<file path="config.mk">
export PLATFORM = sky130hd
export DESIGN_NAME = sbox_byte_scheduler
export DESIGN_NICKNAME = d
export VERILOG_FILES = /design/src/rtl/sbox_byte_scheduler.sv
export SDC_FILE = /design/constraint.sdc
export NUM_CORES = 1
export LEC_CHECK = 0
export BUFFER_PORTS_ARGS = -buffer_cell sky130_fd_sc_hd__buf_4
export CORE_MARGIN = 4
export CORE_UTILIZATION = 40
export DETAILED_ROUTE_END_ITERATION = 16
export GPL_TIMING_DRIVEN = 0
export PLACE_DENSITY_LB_ADDON = 0.25
export SETUP_SLACK_MARGIN = 0.2
export SLEW_MARGIN = 20
export SYNTH_ARGS = -nofsm -noshare
export SYNTH_HDL_FRONTEND = slang
export SYNTH_SLANG_ARGS = --single-unit
</file>
<file path="constraint.sdc">
create_clock -name clk -period 5.6 [get_ports clk]
set_clock_uncertainty 0.1 [all_clocks]
set_input_delay 0.56 -clock clk [delete_from_list [all_inputs] [get_ports clk]]
set_output_delay 0.56 -clock clk [all_outputs]
set_load 0.01 [all_outputs]
</file>
<file path="src/rtl/sbox_byte_scheduler.sv">
`default_nettype none
// +------------------------------------------------------------------------------+
// | sbox_byte_scheduler: serialises a word through one shared pipelined S-box    |
// | and reassembles the substituted bytes in order.                              |
// | Revision: 1.0                                                                |
// +------------------------------------------------------------------------------+
module sbox_byte_scheduler #(
  parameter int NBYTES   = 16,
  parameter int SBOX_LAT = 2
) (
  input  logic                clk,
  input  logic                reset_n,
  input  logic                flush,
  input  logic                in_valid,
  output logic                in_ready,
  input  logic                in_inv,
  input  logic [8*NBYTES-1:0] in_data,
  output logic                out_valid,
  input  logic                out_ready,
  output logic [8*NBYTES-1:0] out_data,
  output logic                sbox_vld,
  output logic [7:0]          sbox_in,
  output logic                sbox_inv,
  input  logic [7:0]          sbox_out
);

  localparam int            CW   = (NBYTES > 1) ? $clog2(NBYTES) : 1;
  localparam int            DW   = 8 * NBYTES;
  localparam logic [CW-1:0] LAST = CW'(NBYTES - 1);

  typedef enum logic [1:0] {
    S_IDLE  = 2'd0,
    S_ISSUE = 2'd1,
    S_DRAIN = 2'd2,
    S_DONE  = 2'd3
  } state_t;

  state_t        state_q, state_d;
  logic [DW-1:0] job_q, job_d;
  logic [DW-1:0] out_data_q, out_data_d;
  logic [CW-1:0] icnt_q, icnt_d;
  logic [CW-1:0] rcnt_q, rcnt_d;
  logic [CW-1:0] icnt_nxt;
  logic          sbox_vld_q, sbox_vld_d;
  logic          sbox_inv_q, sbox_inv_d;
  logic [7:0]    sbox_in_q, sbox_in_d;
  logic          ret_vld;
  logic          last_ret;

  // ret_vld marks the cycle in which sbox_out carries the result of an issued byte.
  generate
    if (SBOX_LAT == 0) begin : g_comb
      assign ret_vld = sbox_vld_q;
    end else begin : g_dly
      logic [SBOX_LAT-1:0] dly_q, dly_d;

      always_comb begin
        dly_d = '0;
        if (!flush) begin
          dly_d[0] = sbox_vld_q;
          for (int i = 1; i < SBOX_LAT; i++) begin
            dly_d[i] = dly_q[i-1];
          end
        end
      end

      always_ff @(posedge clk or negedge reset_n) begin
        if (!reset_n) begin
          dly_q <= '0;
        end else begin
          dly_q <= dly_d;
        end
      end

      assign ret_vld = dly_q[SBOX_LAT-1];
    end
  endgenerate

  always_comb begin
    state_d    = state_q;
    job_d      = job_q;
    out_data_d = out_data_q;
    icnt_d     = icnt_q;
    rcnt_d     = rcnt_q;
    sbox_vld_d = 1'b0;
    sbox_in_d  = sbox_in_q;
    sbox_inv_d = sbox_inv_q;
    icnt_nxt   = icnt_q + CW'(1);
    last_ret   = ret_vld && (rcnt_q == LAST);

    if (flush) begin
      // In-flight results are dropped: the delay line is cleared alongside.
      state_d = S_IDLE;
      icnt_d  = '0;
      rcnt_d  = '0;
    end else begin
      if (ret_vld) begin
        for (int b = 0; b < NBYTES; b++) begin
          if (rcnt_q == CW'(b)) begin
            out_data_d[b*8 +: 8] = sbox_out;
          end
        end
        rcnt_d = (rcnt_q == LAST) ? '0 : rcnt_q + CW'(1);
      end

      case (state_q)
        S_IDLE: begin
          if (in_valid) begin
            job_d      = in_data;
            sbox_inv_d = in_inv;
            sbox_in_d  = in_data[7:0];
            sbox_vld_d = 1'b1;
            icnt_d     = '0;
            state_d    = S_ISSUE;
          end
        end
        S_ISSUE: begin
          if (icnt_q == LAST) begin
            icnt_d  = '0;
            state_d = (SBOX_LAT == 0) ? S_DONE : S_DRAIN;
          end else begin
            icnt_d     = icnt_nxt;
            sbox_vld_d = 1'b1;
            for (int b = 0; b < NBYTES; b++) begin
              if (icnt_nxt == CW'(b)) begin
                sbox_in_d = job_q[b*8 +: 8];
              end
            end
          end
        end
        S_DRAIN: begin
          if (last_ret) begin
            state_d = S_DONE;
          end
        end
        S_DONE: begin
          if (out_ready) begin
            state_d = S_IDLE;
          end
        end
        default: state_d = S_IDLE;
      endcase
    end
  end

  always_ff @(posedge clk or negedge reset_n) begin
    if (!reset_n) begin
      state_q    <= S_IDLE;
      job_q      <= '0;
      out_data_q <= '0;
      icnt_q     <= '0;
      rcnt_q     <= '0;
      sbox_vld_q <= 1'b0;
      sbox_in_q  <= 8'h00;
      sbox_inv_q <= 1'b0;
    end else begin
      state_q    <= state_d;
      job_q      <= job_d;
      out_data_q <= out_data_d;
      icnt_q     <= icnt_d;
      rcnt_q     <= rcnt_d;
      sbox_vld_q <= sbox_vld_d;
      sbox_in_q  <= sbox_in_d;
      sbox_inv_q <= sbox_inv_d;
    end
  end

  assign in_ready  = (state_q == S_IDLE);
  assign out_valid = (state_q == S_DONE);
  assign out_data  = out_data_q;
  assign sbox_vld  = sbox_vld_q;
  assign sbox_in   = sbox_in_q;
  assign sbox_inv  = sbox_inv_q;

endmodule
`default_nettype wire
</file>
# After elaboration in Yosys (flattened, before gate mapping)
# Cells that the tools add are included.
op_classes:
  n_addsub: 2
  multipliers: 0
  n_div: 0
  n_lt_le_gt_ge: 0
  eq_ne: 41
  shift: 0
  n_mux: 37
  bitwise_logic: 1
  reduce_logical: 27
ops:
  columns: ["cell", "n"]
  rows:
  - ["2-to-1 mux 8 bit", 18]
  - ["== test 4 bit (second input constant)", 17]
  - ["AND reduction 3 bit", 17]
  - ["== test 4 x 3 -> 1 bit (second input constant)", 8]
  - ["2-to-1 mux 4 bit", 6]
  - ["!= test 17 bit (second input constant)", 1]
  - ["== test 4 x 2 -> 1 bit (second input constant)", 4]
  - ["case mux 8 bit (2 select lines)", 1]
  - ["2-to-1 mux 2 bit", 6]
  - ["!= test 3 bit (second input constant)", 3]
  - ["adder 4 x 1 -> 4 bit (second input constant)", 2]
  - ["== test 4 x 1 -> 1 bit (second input constant)", 2]
  - ["zero test 4 bit", 2]
  - ["case mux 2 bit (4 select lines)", 1]
  - ["case mux 4 bit (2 select lines)", 1]
  - ["AND reduction 5 bit", 1]
  - ["== test 2 bit (second input constant)", 2]
  - ["!= test 2 bit (second input constant)", 2]
  - ["AND reduction 4 bit", 1]
  - ["nonzero test 2 bit", 2]
  - ["2-to-1 mux 1 bit", 3]
  - ["!= test 3 x 2 -> 1 bit (second input constant)", 1]
  - ["nonzero test 3 bit", 1]
  - ["== test 2 x 1 -> 1 bit (second input constant)", 1]
  - ["5 further kinds", 5]
totals:
  ff_bits: 278
  latchBits: 0
  ramBits: 0
  romBits: 0
  memories: 0

# Logic depth before layout (Yosys ltp)
logic_depth:
  depth_word: 20
  depth_mapped: 12

# Worst setup path before layout
# OpenSTA, ideal clock, no wires.
synth_timing:
  kind: "reg2reg"
  startpoint: "register icnt_q[0]"
  endpoint: "register sbox_in_q[0], in the netlist sbox_in[0]"
  setup_ns: 0.095
  t_arrival_ns: 2.224
  slack_ns: 3.181
  stages_incl_launch_ff: 12
  synth_period_minus_slack_ns: 2.419
  path_cell_list: "dfrtp_1 > buf_6 > inv_1 > ha_1 > buf_2 > buf_1 > clkbuf_1 > clkbuf_1 > nand3_1 > a21oi_1 > a21oi_1 > o31ai_1"
synth_between:
  elab_chain_len: 19
synth_lines:
  columns: ["element", "line_no", "source"]
  rows:
  - ["start: declaration", "41", "logic [CW-1:0] icnt_q, icnt_d;"]
  - ["start signal: assignment", "160", "icnt_q <= icnt_d;"]
  - ["adder 4 x 1 -> 4 bit", "88", "icnt_nxt = icnt_q + CW'(1);"]
  - ["== test 4 x 1 -> 1 bit", "125", "if (icnt_nxt == CW'(b)) begin"]
  - ["2-to-1 mux 8 bit (15 in a row)", "125", null]
  - ["2-to-1 mux 8 bit", "118", "if (icnt_q == LAST) begin"]
  - ["case mux 8 bit (2 select lines)", "106", "case (state_q)"]
  - ["end signal: assignment", "163", "sbox_in_q <= sbox_in_d;"]
  - ["end: declaration", "46", "logic [7:0] sbox_in_q, sbox_in_d;"]
# Several ways; a longest one is shown, not always the timed one. The select of a mux whose other input is x is not followed.
# A chain may end at the register's enable or synchronous reset.

# Final worst setup path
layout_timing:
  startpoint: "register icnt_q[0]"
  endpoint: "register sbox_in_q[5], in the netlist sbox_in[5]"
# Same word-level chain as after synthesis.

==> metrics.md <==
| Metric | Value |
|---|---|
| Status | completed |
| Total CTS buffers | 30 |
| Boundary pin count | 282 |
| Core area | 0.03083 mm^2 |
| Routed Antenna Nets | 0 |
| # diodes | 0 |
| Largest family of logic cells by synthesized area | multiplexers |
| Number of port buffers | 281 |
| Slew Limit Headroom | 0.3933 |
| Die area | approximately 0.034 mm^2 |
| Synthesized cell area | 0.01259 mm^2 |
| Area share of the largest cell type after synthesis | 0.5527 |
| Fin. max-slew vios | 0 |
| Post-Layout Cell Count | 1736 |
| Remaining DRCs | 0 |
| Peak VDD IR | approximately 0.00025 V |
| Most used DFF post-synth | dfrtp_1 |
| Commonest non-fill, non-tap cell in the layout | buf_4 |
| Post-synth EDFFs | 0 |
| Multi-input gate area | 0.005316 mm^2 |
| Number of vias per cell | 5.510 |
| Yosys top cell by area | dfrtp_1 |
| CTS tree | built |
| Hold Path Class | input port to flop |
| Max Cap Violations | 0 |
| Final WL | 38.34 mm |
| Synthesis Warnings | 0 |
| Period utilization | 0.6104 |
| First-pass GRT wire length | 58.28 mm |
| Global route total overflow | 0 |
| Rows | 64 |
| Post-synthesis compound-gate area fraction | 0.1131 |
| Routability cong. | 0.9279 |
| Synth Area in Simple Gates | 0.05875 |
| Initial DRC Count | 684 |
| PwrDens | 416.8 mW/mm^2 |
| Die height | between 150 and 200 um |
| Clock transition at path regs | 60 ps |
| Detailed Place HPWL | ~29 mm |
| Pwr Total | about 7 mW |
| Min Clock Period, post-route | 3418 ps |
| Post-synthesis sequential area ratio | 0.5527 |
| Adder-cell share of the synthesized area | 0.01193 |
| Area contributors post-synth | dfrtp_1 (55%), mux2_2 (23%), o21ai_0 (2.0%) |
| Critical Path RT | 5960 ps |
| Layout area overhead | 30.19% |
| Slew of the pin with the lowest slew margin | 906.7 ps |
| Vias | 9565 |
| Syn_area_per_cell | 12.57 um^2 |
| Clk sink count | around 280 |
| Most frequent cells in the layout | buf_4 (280), dfrtp_1 (278), mux2_2 (258), nor2_1 (53), o21ai_0 (51) |
| Placed cells | ~1700 |
| Tot GR Track Use | 0.2173 |
| Initial antenna violation count | 2 |
| Maximum fanout along the worst path | 10 |
| DR pass1 iterations | 5 |
| Mux cell area share after synthesis | 0.2372 |
| Leak | between 7 and 8 nW |
| Crit. End Element | flop |
| RSZ-0062 raised after global routing | false |
| Post-synth ARST share | 1.000 |
| Fin Setup TNS | 0 ps |
| Register area | 0.006957 mm^2 |
| Chip width | 185.4 um |
| Routed WL per cell | 22.09 um |
| H-tree depth | 1 |
| Yosys reg bits | around 280 |
| Starting Density | 0.4082 |
| Gate Count Post-Synth | about 1000 |
| XOR/XNOR Fraction of Synth Area | 0.001392 |
| Synthesized Nets | between 1000 and 1500 |
| Achievable Freq | roughly 300 MHz |
| Final setup vio count | 0 |
| Max clock buf depth | 3 |
| CTS root buffer | clkbuf_16 |
| CP Launch Type | flop |
| Worst EP arrival | ~3800 ps |
| Worst skew pair latency | 570 ps |
| Number of global-route vias before repair | 9930 |
| Layout cell share with drive strength beyond 1 | 0.4597 |
| Maximum number of pins on one net before global-route repair | 100 |
| WS Path Type | flop to flop |
| Final Hold Fails | 0 |
| # fillers | approximately 2700 |
| Distinct cells, synth | 64 |
| Final #Nets | roughly 1500 |
[what timing repair did]
| action | CTS | global route |
|---|---|---|
| endpoints found under the hold margin | 25 | 0 |
| setup buffers | 0 | 0 |
| gates resized for setup | 0 | 0 |
| hold buffers | 1 | 0 |
[per-stage QoR]
step / utilization / cell area (um^2) / hold slack [ps] / worst slack, ps
floorplan: - / 12590 / 164.4 / 3181
global placement: 0.4927 / 15190 / 361.0 / 1421
detailed placement: 0.4957 / 15280 / 329.5 / 2188
CTS: 0.5315 / 16390 / 85.12 / 2159
global route: 0.5315 / 16390 / 89.10 / 1856
finish: 0.5315 / 16390 / 119.6 / 2182
[synthesized netlist by cell type, types with 9 or more instances]
cell / number
nand3_1: 16
clkbuf_1: 41
a21oi_1: 43
a221oi_1: 15
inv_1: 18
dfrtp_1: 278
nor2b_1: 9
nor2_1: 53
o21ai_0: 51
mux2_2: 258
ha_1: 12
a31oi_1: 12
nand2_1: 46
[layout make-up]
cell class,count,share of cell area
sequential,278,0.4246
timing repair buffer,285,0.1349
buffer,56,0.01474
clock buffer,43,0.05551
tap,396,0.03024
inverter,19,0.004352
multi-input combinational,648,0.3245
clock inverter,11,0.01130
[worst max-delay path, stage by stage (launching register included)]
cell      delay, ps
dfrtp_1         410
buf_6           150
inv_1            80
ha_1            140
buf_2           230
buf_1           470
clkbuf_1        490
clkbuf_1        520
a221o_1         190
o21ai_0         120
o21ai_0         260
nand2_1          90
o31ai_1          60
[power by group]
part | internal [mW] | total [mW] | switching (mW)
registers | 2.56 | 2.95 | 0.388
clock network | 1.31 | 2.13 | 0.820
logic | 0.893 | 1.75 | 0.854
[kinds of logic (layout without fill, tap and decap cells)]
kind of cell	after synthesis	in the layout
AO/OA/AOI/OAI	208	208
XOR/XNOR	2	2
adder cells (fa/ha/maj)	12	12
buffers and inverters	75	414
flip-flops	278	278
multiplexers	266	266
AND/OR/NAND/NOR	160	160
[state kept, by name (all words and copies together) (netlist names)]
signal / count
state_q: 2
sbox_in: 8
icnt_q: 4
sbox_inv: 1
out_data: 128
rcnt_q: 4
sbox_vld: 1
job_q: 128
g_dly.dly_q: 2
[routing by layer]
layer | global-route usage | wire length (um) | vias up
met5 | 0 | 21 | -
met4 | 0.05960 | 1112 | 4
met3 | 0.06638 | 3344 | 72
met2 | 0.3653 | 18630 | 387
met1 | 0.2730 | 15240 | 4801
li1 | - | - | 4301
[final timing paths]
kind	endpoint	startpoint	slack, ps	cells past startpoint
hold reg to reg	g_dly.dly_q[1]	g_dly.dly_q[0]	370	1
hold / removal	job_q[62]	in_data[62]	120	2
max in group asynchronous	out_data[29]	reset_n	4010	4
min in group asynchronous	job_q[13]	reset_n	350	2
setup / recovery	sbox_in[5]	icnt_q[0]	2180	12
setup reg to reg	sbox_in[5]	icnt_q[0]	2180	12
No activity file was read; power rests on OpenSTA's default activity.
